**config.mk**
```make
export PLATFORM = sky130hd
export DESIGN_NAME = core2_gf2_mul_engine
export DESIGN_NICKNAME = d
export VERILOG_FILES = /design/src/rtl/ecc_core2_pkg.sv /design/src/rtl/core2_out_fifo.sv /design/src/rtl/core2_gf2_mul_engine.sv
export SDC_FILE = /design/constraint.sdc
export NUM_CORES = 2
export LEC_CHECK = 0
export ABC_AREA = 0
export CORE_MARGIN = 2
export CORE_UTILIZATION = 55
export DETAILED_ROUTE_END_ITERATION = 8
export PLACE_DENSITY = 0.73
export SYNTH_ARGS = -nofsm -noshare
export SYNTH_HDL_FRONTEND = slang
export SYNTH_SLANG_ARGS = --single-unit
```
**constraint.sdc**
```tcl
create_clock -name clk -period 28.2 [get_ports clk]
set_input_delay 2.82 -clock clk [delete_from_list [all_inputs] [get_ports clk]]
set_output_delay 2.82 -clock clk [all_outputs]
set_load 0.02 [all_outputs]
```
**src/rtl/ecc_core2_pkg.sv**
```systemverilog
// Shared constants for the Core2 carry-less multiplier: command encodings,
// FSM state codes and default datapath sizes.
package ecc_core2_pkg;

  localparam int unsigned CORE2_W         = 128;
  localparam int unsigned CORE2_DIGIT     = 8;
  localparam int unsigned CORE2_OUT_DEPTH = 8;

  typedef logic [1:0] cmd_t;

  // bit0 = execute, bit1 = square (operand B replaced by A)
  localparam cmd_t CMD_MUL = 2'b01;
  localparam cmd_t CMD_SQR = 2'b11;

  localparam logic [1:0] ST_IDLE  = 2'b00;
  localparam logic [1:0] ST_MUL   = 2'b01;
  localparam logic [1:0] ST_WRITE = 2'b10;

  function automatic logic cmd_is_exec(input cmd_t cmd);
    return cmd[0];
  endfunction

  function automatic logic cmd_is_sqr(input cmd_t cmd);
    return cmd[1];
  endfunction

endpackage

```
**src/rtl/core2_out_fifo.sv**
```systemverilog
// Result queue: synchronous FIFO with a registered one-cycle read port.
// A push while full is accepted when a pop retires the head in the same cycle.
module core2_out_fifo #(
  parameter int unsigned WIDTH = 256,
  parameter int unsigned DEPTH = 8
) (
  input  logic             clk,
  input  logic             rst,
  input  logic             i_push,
  input  logic [WIDTH-1:0] i_push_data,
  input  logic             i_pop,
  output logic [WIDTH-1:0] o_pop_data,
  output logic             o_full,
  output logic             o_empty
);

  localparam int unsigned AW = $clog2(DEPTH);
  localparam logic [AW:0] LP_DEPTH = (AW + 1)'(DEPTH);

  logic [WIDTH-1:0] r_mem [DEPTH];
  logic [AW-1:0]    r_wr_ptr;
  logic [AW-1:0]    r_rd_ptr;
  logic [AW:0]      r_count;
  logic [WIDTH-1:0] r_data;
  logic             w_pop;
  logic             w_push;

  assign o_empty    = (r_count == '0);
  assign o_full     = (r_count == LP_DEPTH);
  assign w_pop      = i_pop && !o_empty;
  assign w_push     = i_push && (!o_full || w_pop);
  assign o_pop_data = r_data;

  always_ff @(posedge clk) begin
    if (w_push) begin
      r_mem[r_wr_ptr] <= i_push_data;
    end
  end

  always_ff @(posedge clk) begin
    if (rst) begin
      r_wr_ptr <= '0;
      r_rd_ptr <= '0;
      r_count  <= '0;
      r_data   <= '0;
    end else begin
      if (w_push) begin
        r_wr_ptr <= r_wr_ptr + 1'b1;
      end
      if (w_pop) begin
        r_rd_ptr <= r_rd_ptr + 1'b1;
        r_data   <= r_mem[r_rd_ptr];
      end
      if (w_push && !w_pop) begin
        r_count <= r_count + 1'b1;
      end else if (w_pop && !w_push) begin
        r_count <= r_count - 1'b1;
      end
    end
  end

endmodule

```
**src/rtl/core2_gf2_mul_engine.sv**
```systemverilog
// Core2 responder: digit-serial GF(2)[x] carry-less multiplier with a one-job
// holding register on the input side and a result FIFO on the output side.
module core2_gf2_mul_engine
  import ecc_core2_pkg::*;
#(
  parameter int unsigned W         = CORE2_W,
  parameter int unsigned DIGIT     = CORE2_DIGIT,
  parameter int unsigned OUT_DEPTH = CORE2_OUT_DEPTH
) (
  input  logic           clk,
  input  logic           rst,
  input  logic           wr_en_Core2_Inp,
  input  logic [W-1:0]   Data_in_Core2_A,
  input  logic [W-1:0]   Data_in_Core2_B,
  output logic           In_Busy_Core2_Inp,
  input  logic           wr_en_Core2_Cmd,
  input  logic [1:0]     Data_in_Core2_Cmd,
  output logic           In_Busy_Core2_Cmd,
  input  logic           rd_en_Core2_Output,
  output logic [2*W-1:0] Data_Out_Core2_Output,
  output logic           Out_Busy_Core2_Output
);

  localparam int unsigned N  = W / DIGIT;
  localparam int unsigned CW = (N > 1) ? $clog2(N) : 1;

  logic           r_hold_valid;
  logic [W-1:0]   r_hold_a;
  logic [W-1:0]   r_hold_b;
  cmd_t           r_hold_cmd;
  logic [1:0]     r_state;
  logic [W-1:0]   r_op_a;
  logic [W-1:0]   r_op_b;
  logic [2*W-1:0] r_acc;
  logic [CW-1:0]  r_digit;

  logic           w_accept;
  logic           w_push;
  logic           w_fifo_full;
  logic           w_fifo_empty;
  logic [2*W-1:0] w_partial;
  logic [2*W-1:0] w_acc_next;

  assign w_accept = wr_en_Core2_Inp && wr_en_Core2_Cmd && !r_hold_valid;
  // A pop in the same cycle frees a slot, so a full FIFO does not stall then.
  assign w_push   = (r_state == ST_WRITE) && (!w_fifo_full || rd_en_Core2_Output);

  // Top DIGIT bits of the shifting B register select shifted copies of A.
  always_comb begin
    w_partial = '0;
    for (int i = 0; i < int'(DIGIT); i++) begin
      if (r_op_b[W-1-i]) begin
        w_partial = w_partial ^ ({{W{1'b0}}, r_op_a} << (DIGIT - 1 - i));
      end
    end
  end

  assign w_acc_next = (r_acc << DIGIT) ^ w_partial;

  always_ff @(posedge clk) begin
    if (rst) begin
      r_hold_valid <= 1'b0;
      r_hold_a     <= '0;
      r_hold_b     <= '0;
      r_hold_cmd   <= '0;
      r_state      <= ST_IDLE;
      r_op_a       <= '0;
      r_op_b       <= '0;
      r_acc        <= '0;
      r_digit      <= '0;
    end else begin
      if (w_accept) begin
        r_hold_valid <= 1'b1;
        r_hold_a     <= Data_in_Core2_A;
        r_hold_b     <= Data_in_Core2_B;
        r_hold_cmd   <= Data_in_Core2_Cmd;
      end
      case (r_state)
        ST_IDLE: begin
          if (r_hold_valid) begin
            r_hold_valid <= 1'b0;
            if (cmd_is_exec(r_hold_cmd)) begin
              r_op_a  <= r_hold_a;
              r_op_b  <= cmd_is_sqr(r_hold_cmd) ? r_hold_a : r_hold_b;
              r_acc   <= '0;
              r_digit <= '0;
              r_state <= ST_MUL;
            end
          end
        end
        ST_MUL: begin
          r_acc   <= w_acc_next;
          r_op_b  <= r_op_b << DIGIT;
          r_digit <= r_digit + 1'b1;
          if (r_digit == CW'(N - 1)) begin
            r_state <= ST_WRITE;
          end
        end
        ST_WRITE: begin
          if (w_push) begin
            r_state <= ST_IDLE;
          end
        end
        default: r_state <= ST_IDLE;
      endcase
    end
  end

  assign In_Busy_Core2_Inp     = r_hold_valid;
  assign In_Busy_Core2_Cmd     = r_hold_valid;
  assign Out_Busy_Core2_Output = w_fifo_empty;

  core2_out_fifo #(
    .WIDTH (2 * W),
    .DEPTH (OUT_DEPTH)
  ) u_fifo (
    .clk         (clk),
    .rst         (rst),
    .i_push      (w_push),
    .i_push_data (r_acc),
    .i_pop       (rd_en_Core2_Output),
    .o_pop_data  (Data_Out_Core2_Output),
    .o_full      (w_fifo_full),
    .o_empty     (w_fifo_empty)
  );

endmodule
```
== After elaboration in Yosys (flattened, before gate mapping) ==
Memories as Yosys holds them, arrays and structs flattened. A register that Yosys moved wholly into a read port is not among the register bits.
Index checks and enable logic that the tools add are counted.
Word-level totals
  bits in writable memories: 2048
  bits in read-only memories: 0
  bits in latches: 0
  output and inout bits: 259
  memories kept: 1
  input port bits: 263
  flip-flop bits (word level): 787
Cells by class
  reductions and logical operators: 21
  bitwise gates (word level): 8
  add/subtract/negate cells: 5
  divide/modulo/power cells: 0
  multipliers: 0
  muxes and demuxes: 30
  order comparisons: 0
  equality and inequality tests: 8
  shifts and indexed selects: 0
Memories
  u_fifo.r_mem: words 8, bits a word 256, rd ports 1, clocked after Yosys merged registers in 1, write ports 1, line core2_out_fifo.sv:20  | logic [WIDTH-1:0] r_mem [DEPTH];
Operators by type and width (count)
  256-bit 2-to-1 mux: 9
  256-bit case mux with 2 select lines: 1
  128-bit 2-to-1 mux: 3
  128-bit case mux with 2 select lines: 1
  256-bit by 128-bit XOR with 256-bit output: 1
  256-bit by 129-bit XOR with 256-bit output: 1
  256-bit by 130-bit XOR with 256-bit output: 1
  256-bit by 131-bit XOR with 256-bit output: 1
  256-bit by 132-bit XOR with 256-bit output: 1
  256-bit by 133-bit XOR with 256-bit output: 1
  256-bit XOR: 1
  135-bit 2-to-1 mux: 1
  135-bit by 134-bit XOR with 135-bit output: 1
  4-bit 2-to-1 mux: 4
  4-bit by 1-bit adder with 4-bit output (second input constant): 2
  4-bit equality test (second input constant): 2
  2-bit 2-to-1 mux: 4
  4-bit case mux with 2 select lines: 1
  1-bit logical AND: 7
  3-bit by 1-bit adder with 3-bit output (second input constant): 2
  2-bit inequality test (second input constant): 3
  2-bit case mux with 3 select lines: 1
  3-bit AND reduction: 2
  1-bit logical NOT: 5
  10 further kinds: 16

== Logic depth before layout (Yosys ltp) ==
  depth in word-level cells: 17
  depth in mapped cells: 13

== By module ==
Synthesis repeated with hierarchy kept, for this count alone.
Unflattened totals
  cell total of the unflattened synthesis: 9191
  area total of the unflattened synthesis: 125327.7 um^2
Modules (own cells, without submodules)
  core2_out_fifo: area each 84141.9 um^2, sequential area each 66824.1 um^2, cells an instance 3884, times used 1
  core2_gf2_mul_engine: area each 41185.8 um^2, sequential area each 15554.9 um^2, cells an instance 5307, times used 1

== Worst setup path after synthesis ==
OpenSTA, ideal clock, no wires.
  kind: input port to flip-flop
  from: input rd_en_Core2_Output
  to: memory u_fifo.r_mem[0][0], enable pin
  path buffers: 0
  setup time: 1187 ps
  cell stages on the path: 5
  data arrival time: 20708 ps
  setup slack: 6305 ps
  cells stage by stage: nand2b_1 nor4_1 nor3b_2 nand2b_1 nor3_1
On the way
  cells in the longest elaborated chain, start to end: 5
  elaborated cells between the ends (all ways): 7
  classes of those cells: 2 x mux; 5 x reduce/logical
Ends and longest elaborated chain
  start: declaration: line core2_gf2_mul_engine.sv:19  | input logic rd_en_Core2_Output,
  1-bit logical OR / 1-bit logical AND (equally long branches): line core2_gf2_mul_engine.sv:46, core2_out_fifo.sv:30
  1-bit logical AND / 1-bit logical OR (equally long branches): line core2_gf2_mul_engine.sv:46, core2_out_fifo.sv:31
  1-bit logical AND (*): line core2_out_fifo.sv:31  | assign w_push = i_push && (!o_full || w_pop);
  named net u_fifo.w_push: line core2_out_fifo.sv:26  | logic w_push;
  1-bit 2-to-1 mux (*): line core2_out_fifo.sv:35  | if (w_push) begin
  1-bit 2-to-1 mux (implied by the code) (*): line core2_out_fifo.sv:36  | r_mem[r_wr_ptr] <= i_push_data;
  end: declaration: line core2_out_fifo.sv:20
The timed path passes the listed nets; every way through them passes the cells marked *.

== Worst setup path after layout ==
  from: input rd_en_Core2_Output
  to: memory u_fifo.r_mem[1][149], enable pin
Same word-level chain as after synthesis.

==> impl_summary.md <==
Power and ir drop
Power spread over the standard cell area amounts to approximately 75 nW/um2. In this run the static leakage power is 42.86 nW. Of the total power, registers draw 0.467.

The fraction of power consumed by combinational cells is 0.144. Of the total power, the share spent switching nets is 0.2475. The analysis attributes to net switching a power of 0.002671 W. The design draws between 0.01 and 0.015 W. The internal power of the cells totals 0.008120 W. The clock share of power is 0.389.

Across the VDD grid, the largest voltage drop is 62.55 uV.

STA
The number of endpoints with negative hold slack in the final report is 0. The final critical delay including setup and external delays is 6803 ps. Measured against its own limit, the worst slew margin works out to 0.1119. Setup violations remaining at the end of the flow were counted as 0. After routing, the total negative slack on setup checks comes to 0 ps.

Setup repair after global routing left no endpoint under its margin. The pin slew with the least headroom to its limit is 1332 ps. The timing-limited maximum frequency is 0.1470 GHz. The total count of max-transition violations in the final report was 0. Across all hold checks on the routed design, the worst slack comes to 414.4 ps.

The period utilization is 0.2413. The largest clock skew in the final design is 94.79 ps.

Final layout
The share of cells above drive strength 1 is 0.1277. The net count of the finished layout is 9,662. Leaving out fill and tap cells, the most frequent cell in the layout is sky130_fd_sc_hd__edfxtp_1. Relative to the synthesized area, the layout overhead comes to 13.56%. The top cell types in the final layout, fill and taps aside, are sky130_fd_sc_hd__edfxtp_1, sky130_fd_sc_hd__nand2_1, sky130_fd_sc_hd__dfxtp_1. The total of fill cells in the finished design is 16,620.

Clock network
The number of gates resized after CTS is 0. Buffers added to address setup during post-CTS repair amount to 0. The maximum count of clock buffers along a single path is 4. The register clock-pin slew on the reported worst setup and hold paths is 60 ps. The count of clock tree sinks is 3,091.

TritonCTS built the clock tree. CTS built an H-tree with a depth of 5. The tree is rooted in a sky130_fd_sc_hd__clkbuf_16. The number of hold buffers added after cts is 0. Clock tree synthesis inserted a total of 328 buffers.

The later-pin clock latency in the skew report is 980 ps.

Synthesis
The total number of yosys warnings is 0. The net count after synthesis is 9,459. The number of register bits inferred by synthesis is 3,091. The mean cell area of the mapped netlist is 13.78 um2.

The cell area after technology mapping is 126,600 um2. The post-synthesis cell count is between 9,000 and 10,000. The count of flip-flops with a built-in enable after synthesis is 2,048. For this run, asynchronously set or reset flops after synthesis account for 0. After synthesis, the netlist uses 36 different library cells.

For this run, the leading register cell type out of synthesis is sky130_fd_sc_hd__edfxtp_1. Of the synthesized area, sequential elements account for 0.6507.

GRT
The number of global-route vias before repair is 74,200. Entering global routing, the biggest net connects 239 pins. The total routing resource utilization after global routing is 0.2611.

The first global-routing pass estimated between 400 and 500 mm of wire. The remaining global-route overflow is 0. The number of antenna violations at the first check in global routing is 4.

Worst setup path
The end point of the critical path is u_fifo.r_mem[1][149]. The data arrival time at the worst-slack endpoint is 7350 ps. The number of cells on the worst reg-to-reg path is 6.

Setup slack on the worst reg-to-reg path comes out at approximately 23,000 ps. The kind of start point of the critical path is an input port. STA puts the critical path data required time at 28,750 ps. The worst-path maximum fanout is 67. The kind of critical path is input port to flip-flop.

The capture instance of the worst register-to-register path is u_fifo.o_pop_data[169]. The startpoint of the lowest-slack register-to-register path is u_fifo.r_rd_ptr[0]. The critical path launch point is rd_en_Core2_Output.

The capturing element type of the critical path is a flip-flop.

Place
The routability congestion estimate is 0.8340. The wire-length estimate of the detail-placed layout is about 180 mm. The number of port buffers is 521.

Route
The number of nets with antenna violations after detailed routing is 0. The overall via count from detail_route is 75,030. Before antenna repair, the detailed router went through 9 iterations.

For this run, design rule violations remaining after detail routing come to 2. The detailed-route vias per instance is around 5.9. The violation count after the first detailed-routing iteration is 8,583. The average routed wire per standard cell is 24.53 um. Summed over all layers, the routed wires come to 310.8 mm.

Job
The tool flagged a number of max-cap violations equal to 0.

Die
For this design the top-level I/O count stands at 522. For this configuration, the core starts out at a cell density of 0.5517. The floorplan step defined a die boundary enclosing between 200,000 and 250,000 um2.

From bottom edge to top edge, the die measures 483.8 um. The site row count is between 150 and 200. The placeable core region is 229,500 um2. The die is approximately 480 um wide.

Worst hold path
The class of the tightest hold or removal check is flip-flop to flip-flop. Along the worst hold path, the cell count comes to 2.

Status
The checks that failed: DRC. The run finished, with violations left.
cell usage after synthesis (all sizes together), types with 3 or more instances:
master | instances | area, um2
buf | 340 | 1833
dfxtp | 1043 | 20880
o21ai | 3 | 15.01
xor2 | 255 | 2233
inv | 3 | 11.26
mux2i | 266 | 2663
clkbuf | 404 | 1516
nand2 | 1804 | 6771
nor2 | 549 | 2061
nand2b | 5 | 31.28
a222oi | 120 | 1201
nor3 | 12 | 60.06
a22o | 120 | 1051
ha | 6 | 75.07
edfxtp | 2048 | 61500
mux4 | 512 | 11530
xnor2 | 768 | 6726
a211oi | 257 | 1929
a21oi | 403 | 2017
mux2 | 120 | 1351
a22oi | 135 | 1013
power groups by stage:
stage	clock [W]	combinational, W	sequential [W]
2_1_floorplan	0	0.000906	0.00523
3_3_place_gp	0	0.00156	0.00513
3_5_place_dp	0	0.00157	0.00514
4_1_cts	0.00426	0.00158	0.00504
5_1_grt	0.00444	0.00167	0.00505
6_report	0.00420	0.00155	0.00504
through the flow:
stage	util	cell area (um2)	setup slack, ps	cells
3_5_place_dp	0.5808	133300	20360	12090
6_report	0.6266	143800	21400	12670
4_1_cts	0.6265	143800	21360	12670
5_1_grt	0.6265	143800	21190	12670
3_3_place_gp	0.5808	133300	20330	12090
2_1_floorplan	-	126600	6305	9189
how the worst min path moves through the flow:
stage,startpoint,to,slack [ps]
6_report,r_hold_a[115],r_op_a[115],410
5_1_grt,r_hold_a[115],r_op_a[115],440
4_1_cts,r_hold_a[115],r_op_a[115],410
3_5_place_dp,r_hold_b[98],r_hold_b[98],440
3_3_place_gp,r_hold_b[105],r_hold_b[105],440
2_1_floorplan,r_hold_b[100],r_hold_b[100],430
worst max-delay path, cell delays in order:
cell and delay, ps:
sky130_fd_sc_hd__clkdlybuf4s50_1 640, sky130_fd_sc_hd__nand2b_1 160, sky130_fd_sc_hd__nor4_1 70, sky130_fd_sc_hd__nor3b_2 420
sky130_fd_sc_hd__nand2b_1 320, sky130_fd_sc_hd__nor2_4 880, sky130_fd_sc_hd__buf_4 1050, sky130_fd_sc_hd__buf_4 900
cell type report:
class / instances / area (um2) / area share
diodes: 5 / 12.51 / 0.00008703
clock buffers: 438 / 9047 / 0.06293
clock inverters: 139 / 1430 / 0.009947
inverters: 3 / 11.26 / 0.00007833
multi-input cells: 5351 / 40970 / 0.2849
flip-flops and latches: 3091 / 82420 / 0.5733
well taps: 3026 / 3786 / 0.02633
repair buffers: 617 / 6091 / 0.04237
registers in the layout, summed over array words and instances, names as in the netlist:
name and cells:
r_op_a 128, r_state 2, u_fifo.r_wr_ptr 3, r_hold_b 128, In_Busy_Core2_Cmd 1, r_hold_a 128
r_hold_cmd 2, r_digit 4, u_fifo.r_count 4, r_op_b 128, u_fifo.o_pop_data 256, u_fifo.r_mem 2048
r_acc 256, u_fifo.r_rd_ptr 3
cells by family (layout without fill, tap and decap cells):
logic type	after synthesis	in the layout	share of synthesized area
other	0	5	0
and+or+nand+nor	2381	2381	0.07111
buffers and inverters	747	1197	0.02655
muxes	898	898	0.1228
xor gates and xnor gates	1023	1023	0.07077
AOI/OAI and AO/OA	1042	1042	0.05732
DFF	3091	3091	0.6507
adders and majority gates	7	7	0.0007511
layer usage:
layer,share of wire,GRT usage
met4,0.043,0.1112
met1,0.41,0.3588
met5,0,0
met3,0.065,0.03505
met2,0.48,0.4210
(Power assumes the default switching activity.)
